**config.mk**
```make
export PLATFORM = sky130hd
export DESIGN_NAME = pow5_root_iterative
export DESIGN_NICKNAME = d
export VERILOG_FILES = /design/src/rtl/pow5_root_iterative.sv
export SDC_FILE = /design/constraint.sdc
export NUM_CORES = 1
export LEC_CHECK = 0
export CAP_MARGIN = 5
export CORE_ASPECT_RATIO = 2
export CORE_MARGIN = 3
export CORE_UTILIZATION = 45
export CTS_CLUSTER_DIAMETER = 50
export CTS_CLUSTER_SIZE = 12
export DETAILED_ROUTE_END_ITERATION = 8
export GPL_TIMING_DRIVEN = 0
export PLACE_DENSITY = 0.72
export RECOVER_POWER = 100
export SYNTH_ARGS = -nofsm -noshare
export SYNTH_HDL_FRONTEND = slang
export SYNTH_SLANG_ARGS = --single-unit
```
**constraint.sdc**
```tcl
create_clock -name clk -period 9.75 [get_ports clk]
set_input_delay 1.95 -clock clk [delete_from_list [all_inputs] [get_ports clk]]
set_output_delay 1.95 -clock clk [all_outputs]
set_load 0.02 [all_outputs]
```
**src/rtl/pow5_root_iterative.sv**
```systemverilog
// pow5_root_iterative: floor fifth root of a 5W-bit value, one result bit per 5 cycles on a shared W x 5W multiplier.
// Optional feature macro POW5_ROOT_EXACT_EN adds out_exact (root^5 == x).
module pow5_root_iterative #(
   parameter int W = 8
) (
   input  logic           clk,
   input  logic           rst,
   input  logic           in_valid,
   output logic           in_ready,
   input  logic [5*W-1:0] in_data,
   output logic           out_valid,
   input  logic           out_ready,
   output logic [W-1:0]   out_root,
`ifdef POW5_ROOT_EXACT_EN
   output logic           out_exact,
`endif
   output logic           busy
);
   localparam int BW = (W > 1) ? $clog2(W) : 1;
   typedef enum logic [1:0] {IDLE, LOAD, MUL, DONE} state_t;
   state_t r_state;
   logic [5*W-1:0] r_x, r_acc;
   logic [W-1:0] r_root, r_cand;
   logic [BW-1:0] r_b;
   logic [1:0] r_cnt;
   logic r_exact;
   logic [6*W-1:0] w_prod;
   logic [5*W-1:0] w_p;
   logic [W-1:0] w_trial;
   logic w_fit;
   assign w_prod = {{W{1'b0}}, r_acc} * {{5*W{1'b0}}, r_cand};
   // cand^k never exceeds 2^(5W)-1, so dropping the top W bits loses nothing
   assign w_p = w_prod[5*W-1:0];
   assign w_fit = w_p <= r_x;
   assign w_trial = r_root | (W'(1) << r_b);
`ifdef POW5_ROOT_EXACT_EN
   assign out_exact = r_exact;
`endif
   always_ff @(posedge clk) begin
      if (rst) begin
         r_state <= IDLE;
         in_ready <= 1'b1;
         out_valid <= 1'b0;
         out_root <= '0;
         busy <= 1'b0;
         r_x <= '0;
         r_acc <= '0;
         r_root <= '0;
         r_cand <= '0;
         r_b <= '0;
         r_cnt <= '0;
         r_exact <= 1'b0;
      end else begin
         case (r_state)
            IDLE: if (in_valid) begin
               r_x <= in_data;
               r_root <= '0;
               r_b <= BW'(W - 1);
               r_exact <= in_data == '0;
               in_ready <= 1'b0;
               busy <= 1'b1;
               r_state <= LOAD;
            end
            LOAD: begin
               r_cand <= w_trial;
               r_acc <= {{4*W{1'b0}}, w_trial};
               r_cnt <= '0;
               r_state <= MUL;
            end
            MUL: begin
               r_acc <= w_p;
               r_cnt <= r_cnt + 2'd1;
               if (r_cnt == 2'd3) begin
                  if (w_fit) r_root <= r_cand;
                  if (w_p == r_x) r_exact <= 1'b1;
                  if (r_b == '0) begin
                     out_root <= w_fit ? r_cand : r_root;
                     out_valid <= 1'b1;
                     busy <= 1'b0;
                     r_state <= DONE;
                  end else begin
                     r_b <= r_b - BW'(1);
                     r_state <= LOAD;
                  end
               end
            end
            DONE: if (out_ready) begin
               out_valid <= 1'b0;
               in_ready <= 1'b1;
               r_state <= IDLE;
            end
            default: r_state <= IDLE;
         endcase
      end
   end
endmodule

```
==> results of run 1 <==
-- worst max-delay path: cells and delay by family, from the launching register on --
kind | cells | cell delay (ns)
mux | 1 | 0.34
simple gates | 3 | 0.51
xor+xnor | 1 | 0.65
compound gates | 11 | 2.49
buf+inv | 6 | 1.60
fa+ha+maj | 6 | 2.84
flops | 1 | 0.36
-- Yosys cell counts, types with 6 or more instances --
cell type	instances
and2_1	225
inv_1	221
nand2_1	216
fa_1	204
dfxtp_1	114
a21oi_1	108
ha_1	98
clkbuf_1	80
nor2_1	79
o21ai_0	33
xnor2_1	30
a211oi_1	22
nand4_1	19
a21o_1	18
a22oi_1	18
mux2i_1	17
nor3_1	17
xor2_1	17
nand3_1	16
a311o_1	13
buf_2	13
and3_1	11
nor2b_1	11
nor4b_1	8
o21ai_1	8
and4_1	6
nand2b_1	6
-- where the power goes --
group / internal, µW / total [µW] / switching [µW]
Clock: 382 / 629 / 247
Sequential: 529 / 598 / 68.1
Combinational: 257 / 939 / 682
-- routing by layer --
| layer | wire length [µm] | GRT usage, % | vias up |
|---|---|---|---|
| met4 | 5350 | 26.0 | 0 |
| met3 | 2040 | 3.76 | 264 |
| met1 | 14100 | 24.0 | 6026 |
| met5 | 0 | 0 | - |
| li1 | - | - | 5601 |
| met2 | 25100 | 52.2 | 480 |
-- metrics by stage --
step	worst slack, ns	cells	instance area [µm²]
after floorplan	3.00	1695	14400
after global placement	1.25	2171	15500
after detailed placement	1.19	2171	15500
after CTS	1.15	2203	16100
after global routing	0.407	2206	16000
final	0.755	2206	16000
-- kinds of logic after synthesis --
| kind of cell | after synthesis | share of synthesized area, % |
|---|---|---|
| and+or+nand+nor | 627 | 22.3 |
| buffers and inverters | 319 | 8.52 |
| adders and majority gates | 302 | 36.8 |
| AOI/OAI and AO/OA | 269 | 12.4 |
| DFF | 114 | 15.8 |
| xor gates and xnor gates | 47 | 2.86 |
| muxes | 17 | 1.18 |
-- layout make-up --
cell class | count | share of cell area, %
diodes | 3 | 0.0470
multi-input cells | 1262 | 67.8
inverters | 221 | 5.19
repair buffers | 53 | 3.32
plain buffers | 98 | 2.47
well taps | 423 | 3.31
clock buffers | 19 | 2.77
flip-flops and latches | 114 | 14.3
clock inverters | 13 | 0.845
-- path summary, 6_finish.rpt --
kind	depth (start not counted)	end
max	28	out_root[4]
min	2	r_x[25]
min reg2reg	2	r_x[25]
max reg2reg	28	out_root[4]
-- registers in the layout, indices dropped and copies added (netlist names) --
register   cells
r_acc         40
r_x           40
out_root       8
r_cand         8
r_root         8
r_b            3
r_cnt          2
r_state        2
busy           1
in_ready       1
out_valid      1
==> flow_summary_export.csv, run 1 <==
group,metric,value,unit
status,status,"completed",
detailed_routing,ant_nets,0,
layout,final_common_cell,"and2_1",
clock_tree,clk_latency,0.44,ns
placement,gp_congestion,0.985,
yosys,synth.area.top_cells,"fa_1, dfxtp_1, and2_1",
floorplan,dieArea,34400,µm²
clock_tree,clk_path_buf_depth,2,
placement,io_buffers,53,
sta,fmax,111,MHz
layout,area_growth,10.9,%
yosys,postSynth.asyncResetShare,0,%
clock_tree,h-tree-depth,4,
clock_tree,cts.repair.resized,0,
layout,final_cell_mix,"and2_1, inv_1, nand2_1",
critical_path,cp.arrival,9.26,ns
flow_run,maxCapViolCount,0,
power,power_leakage,0.00743,µW
sta,tightest_slew,0.890,ns
clock_tree,cts_setup_buffers,0,
layout,final_nets,2113,
hold_path,hold_path_class,"reg2reg",
sta,final_hold_viol_count,0,
critical_path,critPathRequiredTime,10.02,ns
sta,slew_headroom,40.6,%
floorplan,initial_core_util,45.7,%
critical_path,critPathMaxFanout,10,
yosys,syn_nets,2041,
sta,rsz0062_at_grt,"false",
detailed_routing,dr_total_vias,12371,
clock_tree,cts_tree,"built",
layout,multi_input_area,10800,µm²
grt,track_usage,27.5,%
yosys,synth.largest_area_cell,"fa_1",
grt,grt_pass1_vias,13371,
critical_path,crit_top_cell,"fa_1",
floorplan,rows,92,
sta,min_period,8.99,ns
placement,dp_hpwl,38.8,mm
critical_path,slowest_stage,"clkbuf_1",
clock_tree,postCtsHoldBufs,0,
yosys,synth_cells,1695,
floorplan,die_w,133,µm
grt,antenna_found_initial,3,
sta,finalClockSkew,0.0103,ns
critical_path,path_class,"reg2reg",
detailed_routing,drcViolationCount,0,
power,vdd_drop_max,0.244,mV
yosys,synth-main-ff-cell,"dfxtp_1",
hold_path,hold_start,"r_x[25]",
detailed_routing,routed_wl,46.6,mm
clock_tree,cts_buffers,17,
grt,grt_max_degree,17,
detailed_routing,first_iter_violations,673,
power,cellPowerDensity,135,nW/µm²
layout,drive_above_1_share,2.81,%
power,power,2170,µW
layout,final_util,50.7,%
yosys,syn_area,14400,µm²
yosys,ys_seq_area_share,15.8,%
critical_path,r2r_slack,0.76,ns
critical_path,max_stage_delay,0.72,ns
floorplan,die_h,259,µm
floorplan,pin_count,55,
clock_tree,cts-root-buf,"clkbuf_16",
floorplan,core_area,31500,µm²
sta,period_share,92.3,%
critical_path,crit_path_end_kind,"register",
layout,register_area,2280,µm²
grt,overflow,0,
detailed_routing,routed_via_density,5.61,
yosys,synth.distinct_cells,65,
sta,slew_violations,0,
clock_tree,clk_pin_slew,0.06,ns
layout,nFillCells,3071,
yosys,ys_seq_elements,114,
yosys,syn_avg_cell_area,8.51,µm²
yosys,synth_top_area_share,28.3,%
detailed_routing,drt_first_pass_iters,5,
yosys,yosys_warnings,0,
clock_tree,cts_sinks,114,
sta,finalSetupViolCount,0,
grt,grt_pass1_wl,71.8,mm
critical_path,critPathLaunch,"r_cand[4]",
sta,setup_tns,0,ns
detailed_routing,wl_per_cell,21.1,µm
critical_path,worstReg2RegStart,"r_cand[4]",
sta,fin_hold_ws,0.453,ns
yosys,synth_edf_count,0,
critical_path,start_kind,"register",
Note: power is estimated with default switching activity, not from simulation.
==> inputs of run 2 (changes only) <==
--- a/config.mk
+++ b/config.mk
@@ -8,12 +8,12 @@
 export CAP_MARGIN = 5
 export CORE_ASPECT_RATIO = 2
 export CORE_MARGIN = 3
-export CORE_UTILIZATION = 45
+export CORE_UTILIZATION = 50
 export CTS_CLUSTER_DIAMETER = 50
 export CTS_CLUSTER_SIZE = 12
 export DETAILED_ROUTE_END_ITERATION = 8
 export GPL_TIMING_DRIVEN = 0
-export PLACE_DENSITY = 0.72
+export PLACE_DENSITY = 0.77
 export RECOVER_POWER = 100
 export SYNTH_ARGS = -nofsm -noshare
 export SYNTH_HDL_FRONTEND = slang
==> run 2 against run 1 <==
  * The run now ends with DRC left
  * Setup slack lost 0.0096 ns
  * Fmax shrank 0.11%
  * Core utilization grew 5.5 points
  * Critical path type unchanged
  * Largest cell class unchanged
==> flow_summary_export.csv, run 2 (synthesis gave the netlist of run 1 again) <==
group,metric,value,unit
critical_path,critPathLaunch,"r_cand[7]",
sta,final_hold_viol_count,0,
layout,diodes,0,
grt,antenna_found_initial,0,
critical_path,r2r_slack,0.75,ns
detailed_routing,ant_nets,0,
power,switching_share,45.9,%
power,cellPowerDensity,136,nW/µm²
power,vdd_drop_max,0.205,mV
detailed_routing,wl_per_cell,20.5,µm
critical_path,crit_path_end_kind,"register",
layout,final_cell_mix,"inv_1, and2_1, nand2_1",
critical_path,max_stage_delay,0.68,ns
critical_path,r2r_end,"r_root[4]",
layout,drive_above_1_share,2.92,%
sta,min_period,9.00,ns
layout,area_growth,10.3,%
detailed_routing,drt_first_pass_iters,9,
detailed_routing,routed_wl,43.7,mm
grt,grt_max_degree,17,
clock_tree,cts.repair.resized,0,
sta,fmax,111,MHz
hold_path,hold_path_class,"reg2reg",
power,power_frac_seq,27.5,%
critical_path,critPathMaxFanout,10,
critical_path,start_kind,"register",
sta,rsz0062_at_grt,"false",
sta,slew_headroom,39.5,%
clock_tree,h-tree-depth,4,
floorplan,initial_core_util,50.9,%
floorplan,die_w,126,µm
layout,nFillCells,2605,
placement,gp_congestion,1.03,
floorplan,pin_count,55,
critical_path,cp.arrival,9.33,ns
layout,reg_top3,"r_acc x40, r_x x40",
critical_path,slowest_stage,"clkbuf_1",
detailed_routing,routed_via_density,5.81,
critical_path,worstReg2RegStart,"r_cand[7]",
grt,grt_pass1_wl,69.2,mm
sta,setup_tns,0,ns
status,status,"finished, violations left",
flow_run,maxCapViolCount,0,
critical_path,critPathRequiredTime,10.07,ns
clock_tree,cts-root-buf,"clkbuf_16",
grt,track_usage,28.8,%
sta,tightest_slew,0.907,ns
clock_tree,cts_setup_buffers,0,
sta,slew_violations,0,
grt,grt_pass1_vias,13295,
power,power_leakage,0.00744,µW
layout,final_common_cell,"inv_1",
floorplan,die_h,246,µm
clock_tree,cts_sinks,114,
critical_path,rr_worst_depth,29,
clock_tree,clk_latency,0.44,ns
power,p_int,1170,µW
sta,finalClockSkew,0.0104,ns
power,power,2160,µW
clock_tree,clk_pin_slew,0.06,ns
critical_path,crit_end,"r_root[4]",
sta,finalSetupViolCount,0,
detailed_routing,first_iter_violations,758,
power,p_sw,994,µW
clock_tree,clk_path_buf_depth,2,
power,p_comb_share,44.2,%
clock_tree,postCtsHoldBufs,0,
critical_path,crit_top_cell,"fa_1",
layout,final_nets,2113,
placement,dp_hpwl,35.8,mm
grt,overflow,0,
clock_tree,cts_tree,"built",
detailed_routing,dr_total_vias,12407,
sta,period_share,92.4,%
floorplan,dieArea,31000,µm²
placement,io_buffers,53,
power,clkPwrFrac,28.4,%
floorplan,rows,87,
critical_path,path_class,"reg2reg",
status,violations,"DRC",
floorplan,core_area,28300,µm²
detailed_routing,drcViolationCount,2,
clock_tree,cts_buffers,17,
==> run 2: worst max-delay path, delay by kind of cell (launching register included) <==
family                     cells  cell delay (ns)
adders and majority gates      6             2.74
DFF                            1             0.30
and+or+nand+nor                8             1.59
buffers and inverters          5             1.63
xor gates and xnor gates       1             0.19
AOI/OAI and AO/OA              9             2.42
==> run 2: final cells by class <==
class                      instances  area, µm²  share of cell area (%)
sequential                       114       2280                    14.3
clock buffer                      19        453                    2.85
timing repair buffer              53        531                    3.34
buffer                            98        395                    2.49
multi-input combinational       1262      10900                    68.2
inverter                         221        830                    5.22
tap                              356        445                    2.80
clock inverter                    12        115                   0.724
==> run 2: power by group through the flow <==
stage               clock network (µW)  logic, µW  registers [µW]
global placement                     0        920             597
floorplan                            0        564             579
detailed placement                   0        935             601
finish                             614        956             594
global route                       636       1030             602
CTS                                613        943             591
==> run 2: how the worst min path moves through the flow <==
stage             from  endpoint  slack (ns)  depth (start not counted)
2_1_floorplan  r_x[10]   r_x[10]        0.44                          2
3_3_place_gp    r_x[7]    r_x[7]        0.44                          2
3_5_place_dp    r_x[7]    r_x[7]        0.45                          2
4_1_cts         r_x[7]    r_x[7]        0.46                          2
5_1_grt        r_x[31]   r_x[31]        0.48                          2
6_report        r_x[6]    r_x[6]        0.45                          2
==> run 2: per-stage QoR <==
| step | setup WS (ns) | utilization [%] | hold slack (ns) | instances | instance area, µm² |
|---|---|---|---|---|---|
| 3_3_place_gp | 1.29 | 54.4 | 0.445 | 2104 | 15400 |
| 5_1_grt | 0.338 | 56.2 | 0.477 | 2135 | 15900 |
| 4_1_cts | 1.19 | 56.4 | 0.456 | 2135 | 16000 |
| 3_5_place_dp | 1.22 | 54.4 | 0.449 | 2104 | 15400 |
| 6_report | 0.746 | 56.2 | 0.453 | 2135 | 15900 |
| 2_1_floorplan | 3.00 | - | 0.436 | 1695 | 14400 |
==> run 2: layer usage <==
| metal | global-route usage, % | share of wire, % |
|---|---|---|
| met1 | 27.0 | 31 |
| met2 | 53.2 | 54 |
| met3 | 4.25 | 4.8 |
| met4 | 25.0 | 10 |
| met5 | 0 | 0 |
==> inputs of run 3 (changes only) <==
--- a/config.mk
+++ b/config.mk
@@ -12,6 +12,7 @@
 export CTS_CLUSTER_DIAMETER = 50
 export CTS_CLUSTER_SIZE = 12
 export DETAILED_ROUTE_END_ITERATION = 8
+export GPL_ROUTABILITY_DRIVEN = 0
 export GPL_TIMING_DRIVEN = 0
 export PLACE_DENSITY = 0.77
 export RECOVER_POWER = 100
==> constraint.sdc (replaced) <==
create_clock -name clk -period 11.5 [get_ports clk]
set_input_delay 2.3 -clock clk [delete_from_list [all_inputs] [get_ports clk]]
set_output_delay 2.3 -clock clk [all_outputs]
set_load 0.02 [all_outputs]
==> run 3 against run 2 <==
  * The run now ends clean
  * Sequential share of layout area about the same
  * Fmax down 9.0%
  * Wire length up 0.70%
  * First-iteration DRC count up 4.1%
  * Global-route usage up 0.25 points
  * Combinational power down 15%
  * Register-to-register slack better by 0.86 ns
  * Clock-buffer cell count up 4
  * Highest routed layer unchanged
==> flow_summary_export.csv, run 3 (synthesis gave the netlist of run 1 again) <==
group,metric,value,unit
clock_tree,cts_setup_buffers,0,
flow_run,maxCapViolCount,0,
power,power_leakage,0.00742,µW
layout,area_growth,10.2,%
floorplan,die_w,126,µm
grt,grt_max_degree,17,
placement,io_buffers,53,
layout,drive_above_1_share,2.64,%
sta,rsz0062_at_grt,"false",
detailed_routing,routed_via_density,5.83,
power,cellPowerDensity,117,nW/µm²
clock_tree,cts_sinks,114,
sta,fmax,101,MHz
layout,reg_top3,"r_acc x40, r_x x40",
critical_path,crit_top_cell,"fa_1",
critical_path,path_class,"reg2reg",
critical_path,cp.arrival,10.22,ns
sta,tightest_slew,0.932,ns
sta,setup_tns,0,ns
layout,multi_input_area,10800,µm²
status,status,"completed",
sta,fin_hold_ws,0.454,ns
sta,finalClockSkew,0.00749,ns
floorplan,dieArea,31000,µm²
grt,antenna_found_initial,1,
grt,overflow,0,
detailed_routing,ant_nets,0,
grt,grt_pass1_vias,13532,
clock_tree,h-tree-depth,4,
floorplan,die_h,246,µm
placement,postPlaceCellArea,15400,µm²
detailed_routing,routed_wl,44.0,mm
layout,final_util,56.1,%
hold_path,hold_depth,2,
clock_tree,clk_latency,0.44,ns
power,vdd_drop_max,0.151,mV
layout,nFillCells,2562,
grt,grt_pass1_wl,69.7,mm
hold_path,hold_path_class,"reg2reg",
layout,final_nets,2113,
layout,finish.instance_area,15900,µm²
critical_path,critPathMaxFanout,10,
detailed_routing,drt_first_pass_iters,5,
critical_path,crit_path_end_kind,"register",
clock_tree,clk_path_buf_depth,2,
floorplan,core_area,28300,µm²
critical_path,critPathRequiredTime,11.82,ns
detailed_routing,wl_per_cell,20.6,µm
floorplan,pin_count,55,
sta,slew_violations,0,
critical_path,start_kind,"register",
layout,final_cell_mix,"and2_1, inv_1, nand2_1",
critical_path,max_stage_delay,0.74,ns
critical_path,slowest_stage,"o21ai_0",
grt,track_usage,29.1,%
clock_tree,cts-root-buf,"clkbuf_16",
detailed_routing,first_iter_violations,789,
placement,dp_hpwl,35.7,mm
clock_tree,cts_buffers,17,
clock_tree,postCtsHoldBufs,0,
clock_tree,clk_pin_slew,0.05,ns
detailed_routing,drcViolationCount,0,
sta,period_share,86.1,%
clock_tree,cts.repair.resized,0,
critical_path,rr_worst_depth,29,
detailed_routing,dr_total_vias,12454,
floorplan,initial_core_util,50.9,%
layout,register_area,2280,µm²
sta,min_period,9.90,ns
clock_tree,cts_tree,"built",
floorplan,rows,87,
sta,final_hold_viol_count,0,
sta,finalSetupViolCount,0,
sta,slew_headroom,37.2,%
-- run 3: routing by layer --
metal / wire [µm] / part of all wire, % / GRT usage [%]
met1: 14200 / 32 / 27.5
met2: 23800 / 54 / 54.4
met3: 2170 / 4.9 / 4.71
met4: 3940 / 8.9 / 22.6
met5: 0 / 0 / 0
-- run 3: worst paths after layout --
check	startpoint	endpoint	slack [ns]
max reg2reg	r_cand[7]	r_root[0]	1.60
max	r_cand[7]	r_root[0]	1.60
min reg2reg	r_x[19]	r_x[19]	0.45
min	r_x[19]	r_x[19]	0.45
-- run 3: cell type report --
cell class                 count  share of cell area [%]
clock inverter                 8                   0.646
tap                          356                    2.80
inverter                     221                    5.22
sequential                   114                    14.4
clock buffer                  23                    3.07
antenna                        1                  0.0157
timing repair buffer          53                    3.34
multi-input combinational   1262                    68.1
buffer                        98                    2.44
-- run 3: critical path: cells and delay by family (launching register included) --
kind            cells  cell delay (ns)
compound gates     13             4.15
fa+ha+maj           6             2.61
buf+inv             5             1.89
simple gates        4             0.63
flops               1             0.30
xor+xnor            1             0.17
-- run 3: report_power, final --
part,switching [µW],internal [µW],total [µW]
Sequential,55.0,449,504
Clock,192,339,531
Combinational,598,219,817
-- run 3: per-stage QoR --
| stage | std cells | setup slack (ns) | total power (µW) |
|---|---|---|---|
| floorplan | 1695 | 4.75 | 969 |
| global placement | 2104 | 3.06 | 1290 |
| detailed placement | 2104 | 2.98 | 1310 |
| CTS | 2135 | 2.94 | 1840 |
| global route | 2136 | 1.30 | 1940 |
| finish | 2136 | 1.60 | 1850 |
